File: config.mk
export PLATFORM = sky130hd
export DESIGN_NAME = stream_mux_nto1
export DESIGN_NICKNAME = d
export VERILOG_FILES = /design/src/rtl/stream_mux_nto1.sv
export SDC_FILE = /design/constraint.sdc
export NUM_CORES = 1
export LEC_CHECK = 0
export BUFFER_PORTS_ARGS = -buffer_cell sky130_fd_sc_hd__buf_4
export CORE_UTILIZATION = 43
export CTS_CLUSTER_SIZE = 8
export DETAILED_ROUTE_END_ITERATION = 10
export PLACE_DENSITY_LB_ADDON = 0.05
export SLEW_MARGIN = 20
export SYNTH_ARGS = -nofsm -noshare
export SYNTH_HDL_FRONTEND = slang
export SYNTH_SLANG_ARGS = --single-unit
export TNS_END_PERCENT = 20
File: constraint.sdc
create_clock -name clk_i -period 2.4 [get_ports clk_i]
set_input_delay 0.12 -clock clk_i [delete_from_list [all_inputs] [get_ports clk_i]]
set_output_delay 0.12 -clock clk_i [all_outputs]
set_load 0.005 [all_outputs]
File: src/rtl/stream_mux_nto1.sv
// ---------------------------------------------------------------------------
// stream_mux_nto1
//
// Purpose:
//   N-to-1 valid/ready stream multiplexer with a single registered output
//   stage. The channel to take a word from is chosen by one of two rules:
//     MODE = 0 : select-driven. The channel index comes from select_i.
//     MODE = 1 : round-robin. Channels are searched from an internal
//                priority pointer upward, and the search wraps at CH.
//   The output register is free when it is empty or is being drained.
//   When it is free, at most one channel is granted and is loaded, so the
//   output sustains one word per cycle with no bubble.
//
// Ports:
//   clk_i     in   1          clock, all state on rising edge
//   rst_i     in   1          synchronous active-high reset
//   data_i    in   CH*SIZE    channel k word at [k*SIZE +: SIZE]
//   valid_i   in   CH         channel k offers a word
//   ready_o   out  CH         channel k word accepted this cycle (one-hot/zero)
//   select_i  in   SELW       requested channel (MODE = 0 only)
//   data_o    out  SIZE       registered output word
//   chan_o    out  SELW       index of the channel that supplied data_o
//   valid_o   out  1          data_o/chan_o hold a word
//   ready_i   in   1          downstream accepts data_o this cycle
// ---------------------------------------------------------------------------
module stream_mux_nto1 #(
    parameter int SIZE = 32,
    parameter int CH   = 4,
    parameter int SELW = 2,
    parameter int MODE = 0
) (
    input  logic               clk_i,
    input  logic               rst_i,
    input  logic [CH*SIZE-1:0] data_i,
    input  logic [CH-1:0]      valid_i,
    output logic [CH-1:0]      ready_o,
    input  logic [SELW-1:0]    select_i,
    output logic [SIZE-1:0]    data_o,
    output logic [SELW-1:0]    chan_o,
    output logic               valid_o,
    input  logic               ready_i
);

    logic [SIZE-1:0] data_q, data_d;
    logic [SELW-1:0] chan_q, chan_d;
    logic [SELW-1:0] ptr_q,  ptr_d;
    logic            valid_q, valid_d;

    logic            free;
    logic            grant;
    logic [SELW-1:0] gnt_idx;
    logic [SIZE-1:0] gnt_word;
    int              idx;

    // The register can take a new word when empty or when it is being drained.
    assign free = ~valid_q | ready_i;

    // Grant selection. It depends only on the valid, select and pointer
    // signals. data_i never reaches ready_o.
    // NOTE: every combinational output gets a default before any branch,
    // so no path leaves a signal unassigned and no latch is inferred.
    always_comb begin
        grant   = 1'b0;
        gnt_idx = '0;
        idx     = 0;
        if (MODE == 0) begin
            // An out-of-range select_i matches no k, so it never grants.
            for (int k = 0; k < CH; k++) begin
                if (select_i == SELW'(k) && valid_i[k]) begin
                    grant   = 1'b1;
                    gnt_idx = SELW'(k);
                end
            end
        end else begin
            // Search order is ptr, ptr+1, ... wrapping modulo CH.
            // The first valid channel found wins.
            for (int i = 0; i < CH; i++) begin
                idx = int'(ptr_q) + i;
                if (idx >= CH) begin
                    idx = idx - CH;
                end
                if (!grant && valid_i[idx]) begin
                    grant   = 1'b1;
                    gnt_idx = SELW'(idx);
                end
            end
        end
    end

    // Word mux for the granted channel. It feeds only the data register.
    always_comb begin
        gnt_word = '0;
        for (int k = 0; k < CH; k++) begin
            if (gnt_idx == SELW'(k)) begin
                gnt_word = data_i[k*SIZE +: SIZE];
            end
        end
    end

    // Accept handshake. It is held off during reset so that no word is
    // consumed and then discarded.
    always_comb begin
        ready_o = '0;
        if (free && grant && !rst_i) begin
            ready_o[gnt_idx] = 1'b1;
        end
    end

    // Next-state logic. When the register is stalled, everything holds.
    // When it is free, a grant loads the new word. Without a grant the
    // register empties and data_o/chan_o keep their last values.
    always_comb begin
        data_d  = data_q;
        chan_d  = chan_q;
        valid_d = valid_q;
        ptr_d   = ptr_q;
        if (free) begin
            valid_d = grant;
            if (grant) begin
                data_d = gnt_word;
                chan_d = gnt_idx;
                if (MODE == 1) begin
                    // Explicit wrap so non-power-of-2 CH returns to channel 0.
                    ptr_d = (int'(gnt_idx) == CH - 1) ? '0 : gnt_idx + SELW'(1);
                end
            end
        end
    end

    // NOTE: state registers use non-blocking assignments, so every flop
    // samples its next value from the same pre-edge state. The data
    // register is reset as well, because data_o must read zero after reset.
    always_ff @(posedge clk_i) begin
        if (rst_i) begin
            data_q  <= '0;
            chan_q  <= '0;
            ptr_q   <= '0;
            valid_q <= 1'b0;
        end else begin
            data_q  <= data_d;
            chan_q  <= chan_d;
            ptr_q   <= ptr_d;
            valid_q <= valid_d;
        end
    end

    assign data_o  = data_q;
    assign chan_o  = chan_q;
    assign valid_o = valid_q;

endmodule

Word-level counts from Yosys, hierarchy flattened
Cells that the tools add are included.

storage, ports and cells
  flip-flop bits (word level) = 35
  bits in latches = 0
  bits in writable memories = 0
  ROM bits = 0
  output and inout port bits = 39
  memories = 0

operators by class
  $add $sub $neg = 0
  $mul = 0
  div/mod/pow operators = 0
  order comparisons = 2
  eq/ne operators = 6
  shifts and indexed selects = 0
  muxes and demuxes = 14
  bitwise operators = 2
  reduce and logical (&&, ||, !) cells = 11

operators by type and width
  kind                number
  $mux 32             4
  $eq 2x2->1 const B  4
  $logic_and 1x1->1   7
  $mux 1              6
  $eq 2x1->1 const B  2
  $logic_not 2->1     2
  $mux 2              2
  $mux 4              1
  $lt 2x3->1 const B  1
  $demux 1 s2         1
  $ge 2x1->1 const B  1
  $reduce_and 2->1    1
  $logic_not 1->1     1
  $not 1->1           1
  $or 1x1->1          1

Depth between registers and ports, before layout
Gate-level depths: netlist of the first run.

  depth after elaboration = 10
  mapped depth = 7
  depth with buffers taken out = 4

Worst setup path before layout of the first run
Ideal clock, no wire load.

  path kind = input-to-reg
  start = input select_i[0]
  end = register data_q[10], in the netlist data_o[10]
  setup time = 0.089 ns
  data arrival time = 1.442 ns
  setup slack = 0.870 ns
  cell stages on the path = 7
  cell sequence = buf_6 -> mux4_2 -> and2_4 -> buf_6 -> buf_6 -> buf_6 -> a311oi_2

between the ends
  word-level cells in the longest chain between the ends = 10
  elaborated cells on any way between the ends = 24
  those cells by class = eq/ne (6); mux (11); reduce/logical (7)

RTL lines
  element                RTL line  source
  from (decl)            37        input logic [SELW-1:0] select_i,
  $eq 2x1->1             69        if (select_i == SELW'(k) && valid_i[k]) begin
  $logic_and 1x1->1      69
  $mux 1                 69
  $mux 2 (2 in series)   69
  $logic_not 2->1        94        if (gnt_idx == SELW'(k)) begin
  $mux 32 (4 in series)  94
  to (signal assigned)   140       data_q <= data_d;
  to (decl)              44        logic [SIZE-1:0] data_q, data_d;

Parallel ways exist; a longest one is shown, timed or not.
A chain may end at the register's enable or synchronous reset.

Worst setup path after layout of the first run
  start = register valid_q, in the netlist valid_o
  end = output ready_o[0]

between the ends
  word-level cells in the longest chain between the ends = 5

RTL lines
  element                          RTL line  source
  from (decl)                      47        logic valid_q, valid_d;
  from (signal assigned)           143       valid_q <= valid_d;
  $not 1->1                        56        assign free = ~valid_q | ready_i;
  $or 1x1->1                       56
  $logic_and 1x1->1 (2 in series)  104       if (free && grant && !rst_i) begin
  $mux 4                           104
  to (decl)                        36        output logic [CH-1:0] ready_o,

Every way passes these cells.

==> metrics.yaml, run 1 <==
outcome:
  status: "finished, final reports clean"
power:
  pwr-share-clk: 0.270
  p_int_w: 0.00126
  seqPwrFrac: 0.385
  switchingPower_w: 0.000517
  power.share.combinational: 0.345
  power_density_mw_per_mm2: 483
  peakVddDrop_v: 0.000284
  swShare: 0.291
  leakage_nw: 1.85
min_path:
  holdPathStages: 3
  min_to: "data_o[29]"
  min-delay-start: "data_i[125]"
  hp-class: "in -> reg"
critical_path:
  endpoint_kind: "output pin"
  crit_chain: "nand2b_1, nand2_1, nor4_1, buf_4"
  crit_type: "reg -> out"
  slowest_stage: "dfxtp_1"
  reg2regPathDepth: 4
  r2r_slack_ps: 820
  path_buf_inv: 1
  worstPathMaxFanout: 11
  required_ps: 2280
  arrival_ps: 1480
  cp_top_family: "simple AND/OR/NAND/NOR gates"
  cp-start-kind: "flop"
  r2r-start: "valid_o"
  rr_endpoint: "data_o[28]"
  cpPeakStageDelay_ps: 310
timing:
  setup_viol: 0
  worst_slew_pin_slew_ps: 653
  min_period_ps: 1600
  rsz0062_at_grt: "no"
  fin_tns_setup_ps: 0
  clock_skew_ps: 2.86
  max_slew_margin: 0.564
  hold_violations: 0
  drv_slew: 0
  timing.fmax_mhz: 626
  hold_ws_ps: 96.9
  post-route-period-util: 0.665
place:
  placed_cell_area_mm2: 0.00358
  place.gp.congestion: 0.824
  dp_hpwl_um: 5840
  io_buffers: 175
clock_network:
  htreeDepth: 2
  numCtsBuffers: 5
  post_cts_buffers: 0
  insertion_delay_ps: 290
  ctsLongestPathBuffers: 2
  clk_transition_reported_paths_ps: 70
  clock_sinks: 35
  cts_root_buf: "clkbuf_8"
  ctsHoldBuffers: 0
  cts_tree: "built"
  cts_resized: 0
floorplan:
  io_pins: 176
  placementRows: 26
  start_util: 0.449
  core_mm2: 0.00511
  die_h_um: 75.0
  die_x_um: 75.0
  die_area_mm2: 0.00563
cells_and_area:
  multiInputGateArea_mm2: 0.00143
  syn2layout_area_growth_pct: 60.7
  drive_above_1_share: 0.432
  seqCellArea_um2: 701
  antenna_cells: 0
  stdcell_area_mm2: 0.00368
  fin_nets: 601
  n_fill_cell: 471
synth:
  synth.avg_cell_area_um2: 7.47
  yosys.area.top_type: "dfxtp_1"
  syn_inst: 307
  ys_seq_area_frac: 0.306
  synthAdderAreaFrac: 0
  yosys-mux-area-fraction: 0.0273
  synth.top_cell.area_share: 0.306
  synth-seq-cells: 35
  synth_edf_count: 0
  synth-simple-area-share: 0.199
  syn_nets: 444
  synth-compound-area-share: 0.396
  synthTopCellsByArea: "dfxtp_1 31%, nand2_1 10%, a21o_1 9.5%"
  async_flop_share: 0
  ys_warn_count: 0
  synth_most_common_cell: "nand2_1"
  synth_common_cells: "62 x nand2_1, 35 x dfxtp_1, 34 x nor2_1"
  synth_cell_types: 27
  synthesis.area_mm2: 0.00229
  synth_top_family_by_area: "compound AO/OA/AOI/OAI gates"
  synth_xor_xnor_area_share: 0
  synth_ff_type: "dfxtp_1"
grt:
  grt_pass1_vias: 2668
  antenna_found_initial: 0
  grt-ovfl-total: 0
  grtUsageTotal: 0.288
  grt_first_pass_wirelength_um: 12300
  grt_max_degree: 60
route:
  route.met2.wl_um: 4050
  via_per_inst: 5.45
  drt.antenna.violating_nets: 0
  met1_length_um: 3330
  drt_wl_total_um: 8200
  wl_met3_um: 700
  wl_per_cell_um: 15.3
  drcViolationCount: 0
  drt-initial-drc-count: 135
  top_layer: "met4"
  vias: 2914
  firstDrtPassIters: 4
run:
  maxCapViolCount: 0
-- power by group through the flow --
stage               Combinational, W  Sequential [W]  Clock (W)
CTS                         0.000614        0.000684   0.000494
floorplan                   0.000294        0.000699          0
global route                0.000675        0.000692   0.000517
finish                      0.000614        0.000684   0.000480
detailed placement          0.000612        0.000696          0
global placement            0.000603        0.000694          0
-- cells in the final DEF, fill, tap and decap left out --
cell type  instances
clkbuf_1           1
a221oi_1           5
mux2i_1            4
a311oi_1          14
a22oi_1            5
and3_1             1
mux4_2             1
nor2_1            34
inv_1              1
a21oi_1           25
nor3_1             3
clkbuf_8           7
nor4_1             1
nand3b_1           2
dfxtp_1           35
o21ai_0           24
a211oi_1           8
and2_4             1
a21o_1            29
nand2_1           62
nand2b_1           1
nand3_1            4
buf_4            182
a311oi_2          10
o211a_1            3
and3b_1            2
-- logic make-up after synthesis --
group / after synthesis
flops: 35
simple gates: 111
compound gates: 123
mux: 5
buf+inv: 33
-- per-layer routing --
metal	global-route usage	vias to the layer above
met5	0	-
met4	0.101	0
met3	0.0776	11
met2	0.505	134
met1	0.339	1343
li1	-	1426
-- cell type report --
class | count | area share
sequential | 35 | 0.190
inverter | 1 | 0.00102
clock buffer | 8 | 0.0272
tap | 70 | 0.0238
timing repair buffer | 182 | 0.371
multi-input combinational | 239 | 0.387
-- flip-flops by register name (all words and copies together), names as in the netlist --
name     flops
chan_o       2
data_o      32
valid_o      1
-- stage by stage --
stage / cells / power [W] / utilization / setup slack (ps)
6_report: 535 / 0.00178 / 0.721 / 804
3_3_place_gp: 527 / 0.00130 / 0.702 / 694
4_1_cts: 535 / 0.00179 / 0.721 / 779
3_5_place_dp: 527 / 0.00131 / 0.702 / 659
2_1_floorplan: 307 / 0.000994 / - / 870
5_1_grt: 535 / 0.00188 / 0.721 / 608
-- worst reg2reg max path: cells and delay by family, from the launching register on --
kind / cells / cell delay, ps
AND/OR/NAND/NOR: 3 / 880
flip-flops: 1 / 310
AO/OA/AOI/OAI: 1 / 290
-- how the worst max path moves through the flow --
stage	start	to	cells after the start
floorplan	select_i[0]	data_o[10]	7
global route	valid_o	ready_o[0]	4
CTS	valid_o	ready_o[0]	4
global placement	select_i[0]	data_o[3]	6
finish	valid_o	ready_o[0]	4
detailed placement	select_i[0]	data_o[3]	6
(Power assumes the default switching activity.)
==> run 2: changes to the inputs <==
- ABC_AREA: not set -> 1
- CORE_UTILIZATION: 43 -> 42
- clock period: 2.4 -> 1.5 ns (I/O delays scaled with it)
==> run 2 against run 1 <==
Compared with the run above:
- synthesized cell count is 37% higher
- register-to-register slack worse by 730 ps
- sequential power is 55% higher
- final cell count is 23% higher
- largest power group unchanged
==> metrics.yaml, run 2 <==
outcome:
  status: "finished, final reports clean"  # unchanged
cells_and_area:
  antenna_cells: 0  # unchanged
  stdcell_area_mm2: 0.00400  # was 0.00368 mm²
  drive_above_1_share: 0.353  # was 0.432
  layout_common_cells: "189 x buf_4, 136 x nand2_1, 73 x nor2_1, 52 x nand4_1, 35 x dfxtp_1"  # was 182 x buf_4, 62 x nand2_1, 35 x dfxtp_1, 34 x nor2_1, 29 x a21o_1
  fin_cells: 658  # was 535
  largest_reg_flops: 32  # unchanged
  syn2layout_area_growth_pct: 61.0  # was 60.7%
  fin_nets: 722  # was 601
  final_common_cell: "buf_4"  # unchanged
grt:
  antenna_found_initial: 0  # unchanged
  grt-ovfl-total: 0  # unchanged
  grt_first_pass_wirelength_um: 14000  # was 12300 µm
  gr-usage-met2: 0.519  # was 0.505
  grtUsageTotal: 0.283  # was 0.288
  busiest_layer: "met2"  # unchanged
  grt_pass1_vias: 3126  # was 2668
  use_met1: 0.340  # was 0.339
  grt_use_met3: 0.0552  # was 0.0776
  grt_max_degree: 45  # was 60
critical_path:
  worstPathMaxFanout: 4  # was 11
  required_ps: 1420  # was 2280 ps
  endpoint_kind: "output pin"  # unchanged
  cp-start-kind: "flop"  # unchanged
  r2r_slack_ps: 90  # was 820 ps
  reg2regPathDepth: 9  # was 4
  r2r-start: "valid_o"  # unchanged
  startpoint: "valid_o"  # unchanged
  crit_type: "reg -> out"  # unchanged
  rr_endpoint: "data_o[3]"  # was data_o[28]
  arrival_ps: 1340  # was 1480 ps
route:
  wl_per_cell_um: 13.6  # was 15.3 µm
  drt.antenna.violating_nets: 0  # unchanged
  via_per_inst: 5.19  # was 5.45
  drcViolationCount: 0  # unchanged
  drt_wl_total_um: 8980  # was 8200 µm
  drt-initial-drc-count: 173  # was 135
  vias: 3416  # was 2914
  firstDrtPassIters: 4  # unchanged
min_path:
  hp-class: "in -> reg"  # unchanged
  holdPathStages: 5  # was 3
  min_to: "data_o[8]"  # was data_o[29]
  min-delay-start: "data_i[40]"  # was data_i[125]
floorplan:
  start_util: 0.443  # was 0.449
  die_h_um: 78.9  # was 75.0 µm
  io_pins: 176  # unchanged
  die_x_um: 78.9  # was 75.0 µm
  placementRows: 27  # was 26
  core_mm2: 0.00561  # was 0.00511 mm²
  die_area_mm2: 0.00623  # was 0.00563 mm²
timing:
  drv_slew: 0  # unchanged
  hold_violations: 0  # unchanged
  hold_ws_ps: 136  # was 96.9 ps
  post-route-period-util: 0.942
  worst_slew_pin_slew_ps: 479  # was 653 ps
  setup_viol: 0  # unchanged
  min_period_ps: 1410
  rsz0062_at_grt: "no"  # unchanged
  clock_skew_ps: 2.26  # was 2.86 ps
  fin_tns_setup_ps: 0  # unchanged
  max_slew_margin: 0.681  # was 0.564
  timing.fmax_mhz: 708
synth:
  synth-seq-cells: 35  # unchanged
  synthTopCellsByArea: "dfxtp_1 28%, nand2_1 21%, nand4_1 13%"  # was dfxtp_1 31%, nand2_1 10%, a21o_1 9.5%
  yosys.area.top_type: "dfxtp_1"  # unchanged
  synth-simple-area-share: 0.548  # was 0.199
  ys_warn_count: 0  # unchanged
  synth_most_common_cell: "nand2_1"  # unchanged
  syn_nets: 557  # was 444
  synthesis.area_mm2: 0.00249  # was 0.00229 mm²
  synth_top_family_by_area: "simple AND/OR/NAND/NOR gates"  # was compound AO/OA/AOI/OAI gates
  yosys-mux-area-fraction: 0  # was 0.0273
  async_flop_share: 0  # unchanged
  ys_seq_area_frac: 0.282  # was 0.306
  synth.avg_cell_area_um2: 5.92  # was 7.47 µm²
  synth_ff_type: "dfxtp_1"  # unchanged
  syn_inst: 420  # was 307
  synthAdderAreaFrac: 0  # unchanged
  synth_edf_count: 0  # unchanged
  synth_xor_xnor_area_share: 0  # unchanged
  synth.top_cell.area_share: 0.282  # was 0.306
  synth_common_cells: "136 x nand2_1, 74 x nor2_1, 52 x nand4_1"  # was 62 x nand2_1, 35 x dfxtp_1, 34 x nor2_1
  synth_cell_types: 19  # was 27
  synth-compound-area-share: 0.0901  # was 0.396
power:
  seqPwrFrac: 0.379  # was 0.385
  p_int_w: 0.00197  # was 0.00126 W
  pwr-share-clk: 0.269  # was 0.270
  swShare: 0.295  # was 0.291
  leakage_nw: 2.08  # was 1.85 nW
  power.share.combinational: 0.352  # was 0.345
  power_density_mw_per_mm2: 697  # was 483 mW/mm²
  peakVddDrop_v: 0.000409  # was 0.000284 V
  switchingPower_w: 0.000822  # was 0.000517 W
  power_w: 0.00279  # was 0.00178 W
clock_network:
  ctsLongestPathBuffers: 2  # unchanged
  clk_transition_reported_paths_ps: 70  # about the same
  htreeDepth: 2  # unchanged
  ctsHoldBuffers: 0  # unchanged
  cts_root_buf: "clkbuf_8"  # unchanged
  clock_sinks: 35  # unchanged
  cts_tree: "built"  # unchanged
  numCtsBuffers: 5  # unchanged
  insertion_delay_ps: 280  # was 290 ps
place:
  dp_hpwl_um: 6560  # was 5840 µm
  io_buffers: 175  # unchanged
  post-place-cells: 648  # was 527
  placed_cell_area_mm2: 0.00387  # was 0.00358 mm²
  place.gp.congestion: 0.785  # was 0.824
run:
  maxCapViolCount: 0  # unchanged
run 2: cell count changes after synthesis, sizes merged, moves of 5 or more:
| cell | previous run | this run |
|---|---|---|
| nand2 | 62 | 136 |
| a21oi | 25 | 30 |
| a211oi | 8 | 0 |
| nand3b | 2 | 24 |
| nand3 | 4 | 10 |
| nor2 | 34 | 76 |
| a311oi | 24 | 0 |
| inv | 1 | 10 |
| nand4 | 0 | 52 |
| a221oi | 5 | 0 |
| a21o | 29 | 0 |
| o21ai | 24 | 11 |
run 2: critical path, stage by stage, from the launching register on:
cell and delay (ps):
dfxtp_1 330, inv_1 40, nor2_1 170, inv_2 90, o21ai_4 70, nor2_1 80
inv_1 100, nor2_1 40, buf_4 140
run 2: metrics by stage:
step,setup WS (ps),utilization
floorplan,305,-
global placement,140,0.690
detailed placement,125,0.690
CTS,43.3,0.709
global route,3.89,0.714
finish,86.9,0.714
run 2: logic make-up (layout without fill, tap and decap cells):
group	count (synthesis)	after routing
simple gates	298	298
compound gates	43	43
flops	35	35
buf+inv	44	210
run 2: worst max path at each step:
stage,endpoint,cells past startpoint
6_report,ready_o[1],8
5_1_grt,data_o[18],9
4_1_cts,ready_o[2],8
3_5_place_dp,data_o[19],9
3_3_place_gp,data_o[25],9
2_1_floorplan,data_o[18],8
run 2: final cells by class:
class                   instances  area (µm²)
clock buffers                   8         100
fillers                       529        1600
inverters                      10        37.5
multi-input cells             341        1600
flip-flops and latches         35         701
well taps                      72        90.1
repair buffers                192        1480
run 2: metal layers:
metal	wire (µm)	vias up
li1	-	1733
met1	3650	1539
met2	4540	134
met3	684	10
met4	102	0
met5	0	-
run 2: power groups by stage:
stage / registers (W) / logic [W] / clock network, W
floorplan: 0.00108 / 0.000434 / 0
global placement: 0.00107 / 0.000937 / 0
detailed placement: 0.00108 / 0.000955 / 0
CTS: 0.00106 / 0.000962 / 0.000763
global route: 0.00107 / 0.00109 / 0.000798
finish: 0.00106 / 0.000983 / 0.000749
run 2: timing repair:
item,4_1_cts,5_1_grt
gates cloned,0,1
resized for setup,0,2
setup endpoints to repair,4,28
setup buffers,1,0
==> run 3: changes to the inputs <==
- CORE_UTILIZATION: 42 -> 45
- CTS_BUF_LIST: not set -> sky130_fd_sc_hd__clkbuf_4 sky130_fd_sc_hd__clkbuf_8 sky130_fd_sc_hd__clkbuf_16
- PLACE_DENSITY: not set -> 0.95
- PLACE_DENSITY_LB_ADDON: 0.05 -> not set
- clock period: 1.5 -> 1.7 ns (I/O delays scaled with it)
==> run 3 against run 2 <==
Compared with the run above:
- combinational power decreased by 14%
- sequential power decreased by 12%
- worst hold slack improved by 1.4 ps
- clock-buffer cell count unchanged
- largest power group unchanged
- first-iteration DRC count increased by 57%
- non-clock buffer count decreased by 5
- largest cell class unchanged
- critical path depth unchanged
- die area decreased by 6.5%
- critical endpoint unchanged
==> metrics.yaml, run 3 (synthesized netlist as in run 2, its figures left out) <==
critical_path:
  r2r-start: "valid_o"  # unchanged
  endpoint_kind: "output pin"  # unchanged
  cp-start-kind: "flop"  # unchanged
  r2r_slack_ps: 290  # was 90 ps
  required_ps: 1620  # was 1420 ps
  arrival_ps: 1490  # was 1340 ps
  reg2regPathDepth: 9  # unchanged
  crit_type: "reg -> out"  # unchanged
  rr_endpoint: "data_o[27]"  # was data_o[3]
  worstPathMaxFanout: 4  # unchanged
power:
  power_density_mw_per_mm2: 626  # was 697 mW/mm²
  peakVddDrop_v: 0.000371  # was 0.000409 V
  power_w: 0.00247  # was 0.00279 W
  leakage_nw: 2.05  # was 2.08 nW
min_path:
  hp-class: "in -> reg"  # unchanged
  holdPathStages: 5  # unchanged
  min-delay-start: "data_i[73]"  # was data_i[40]
  min_to: "data_o[9]"  # was data_o[8]
timing:
  hold_violations: 0  # unchanged
  worst_slew_pin_slew_ps: 420  # was 479 ps
  clock_skew_ps: 4.93  # was 2.26 ps
  setup_viol: 0  # unchanged
  fin_tns_setup_ps: 0  # unchanged
  rsz0062_at_grt: "no"  # unchanged
  timing.fmax_mhz: 636
  drv_slew: 0  # unchanged
  max_slew_margin: 0.719  # was 0.681
  min_period_ps: 1570
  post-route-period-util: 0.924
clock_network:
  htreeDepth: 2  # unchanged
  cts_tree: "built"  # unchanged
  numCtsBuffers: 5  # unchanged
  insertion_delay_ps: 290  # was 280 ps
  ctsLongestPathBuffers: 2  # unchanged
  cts_root_buf: "clkbuf_8"  # unchanged
  clk_transition_reported_paths_ps: 70  # about the same
  clock_sinks: 35  # unchanged
  ctsHoldBuffers: 0  # unchanged
run:
  maxCapViolCount: 0  # unchanged
outcome:
  status: "finished, final reports clean"  # unchanged
floorplan:
  die_h_um: 76.3  # was 78.9 µm
  core_mm2: 0.00520  # was 0.00561 mm²
  start_util: 0.478  # was 0.443
  die_x_um: 76.3  # was 78.9 µm
  io_pins: 176  # unchanged
  die_area_mm2: 0.00583  # was 0.00623 mm²
  placementRows: 26  # was 27
cells_and_area:
  largest_reg_flops: 32  # unchanged
  layout_common_cells: "186 x buf_4, 136 x nand2_1, 73 x nor2_1, 52 x nand4_1, 35 x dfxtp_1"  # was 189 x buf_4, 136 x nand2_1, 73 x nor2_1, 52 x nand4_1, 35 x dfxtp_1
  drive_above_1_share: 0.348  # was 0.353
  fin_nets: 717  # was 722
  final_common_cell: "buf_4"  # unchanged
  syn2layout_area_growth_pct: 59.0  # was 61.0%
  antenna_cells: 0  # unchanged
route:
  via_per_inst: 5.49  # was 5.19
  drt.antenna.violating_nets: 0  # unchanged
  vias: 3573  # was 3416
  firstDrtPassIters: 5  # was 4
  drcViolationCount: 0  # unchanged
  wl_per_cell_um: 14.6  # was 13.6 µm
  drt_wl_total_um: 9530  # was 8980 µm
  drt-initial-drc-count: 271  # was 173
grt:
  grt_first_pass_wirelength_um: 15200  # was 14000 µm
  grtUsageTotal: 0.325  # was 0.283
  grt_max_degree: 59  # was 45
  antenna_found_initial: 0  # unchanged
  grt-ovfl-total: 0  # unchanged
  grt_pass1_vias: 3322  # was 3126
place:
  dp_hpwl_um: 7110  # was 6560 µm
  place.gp.congestion: 0.903  # was 0.785
  io_buffers: 175  # unchanged
## run 3: cell types whose count changed in the layout (fill, tap and decap cells not counted), sizes merged
| cell | previous run | this run |
|---|---|---|
| buf | 191 | 187 |
| clkbuf | 9 | 8 |
## run 3: worst max-delay path by stage
stage	slack, ps	start	end
after floorplan	510	valid_o	data_o[18]
after global placement	260	select_i[0]	ready_o[1]
after detailed placement	100	select_i[0]	data_o[27]
after CTS	150	valid_o	ready_o[1]
after global routing	0.9	valid_o	ready_o[1]
final	130	valid_o	ready_o[1]
## run 3: through the flow
step	instance area [µm²]	util	std cells	worst slack [ps]	hold slack, ps
after floorplan	2490	-	420	505	286
after detailed placement	3840	0.738	643	96.4	433
final	3950	0.760	651	129	137
after global routing	3950	0.760	651	0.939	146
after global placement	3840	0.738	643	259	422
after CTS	3950	0.758	651	149	135
## run 3: worst max-delay path, stage by stage, from the launching register on
cell and delay [ps]:
dfxtp_1 310, inv_1 50, nor2_1 50, inv_1 150, o21ai_4 100, nor2_1 220
inv_1 90, nor2_1 100, buf_4 120
## run 3: layout make-up
class	count	area [µm²]
Multi-Input combinational cell	341	1610
Timing Repair Buffer	187	1420
Fill cell	418	1250
Sequential cell	35	701
Clock buffer	8	104
Tap cell	70	87.6
Inverter	10	37.5
## run 3: what timing repair did
| action | in CTS | in global routing |
|---|---|---|
| buffers inserted | 0 | 0 |
| setup endpoints to repair | 0 | 1 |
| resized for setup | 0 | 1 |
## run 3: per-layer routing
metal	up-vias	GRT usage	share of wire
met5	-	0	0
met1	1590	0.385	0.37
met3	36	0.0575	0.089
li1	1723	-	-
met2	224	0.551	0.50
met4	0	0.185	0.040
## run 3: power by group
group / leakage, nW / switching [W] / internal [W]
logic: 1.71 / 0.000398 / 0.000450
registers: 0.288 / 0.0000428 / 0.000894
clock network: 0.0549 / 0.000303 / 0.000386
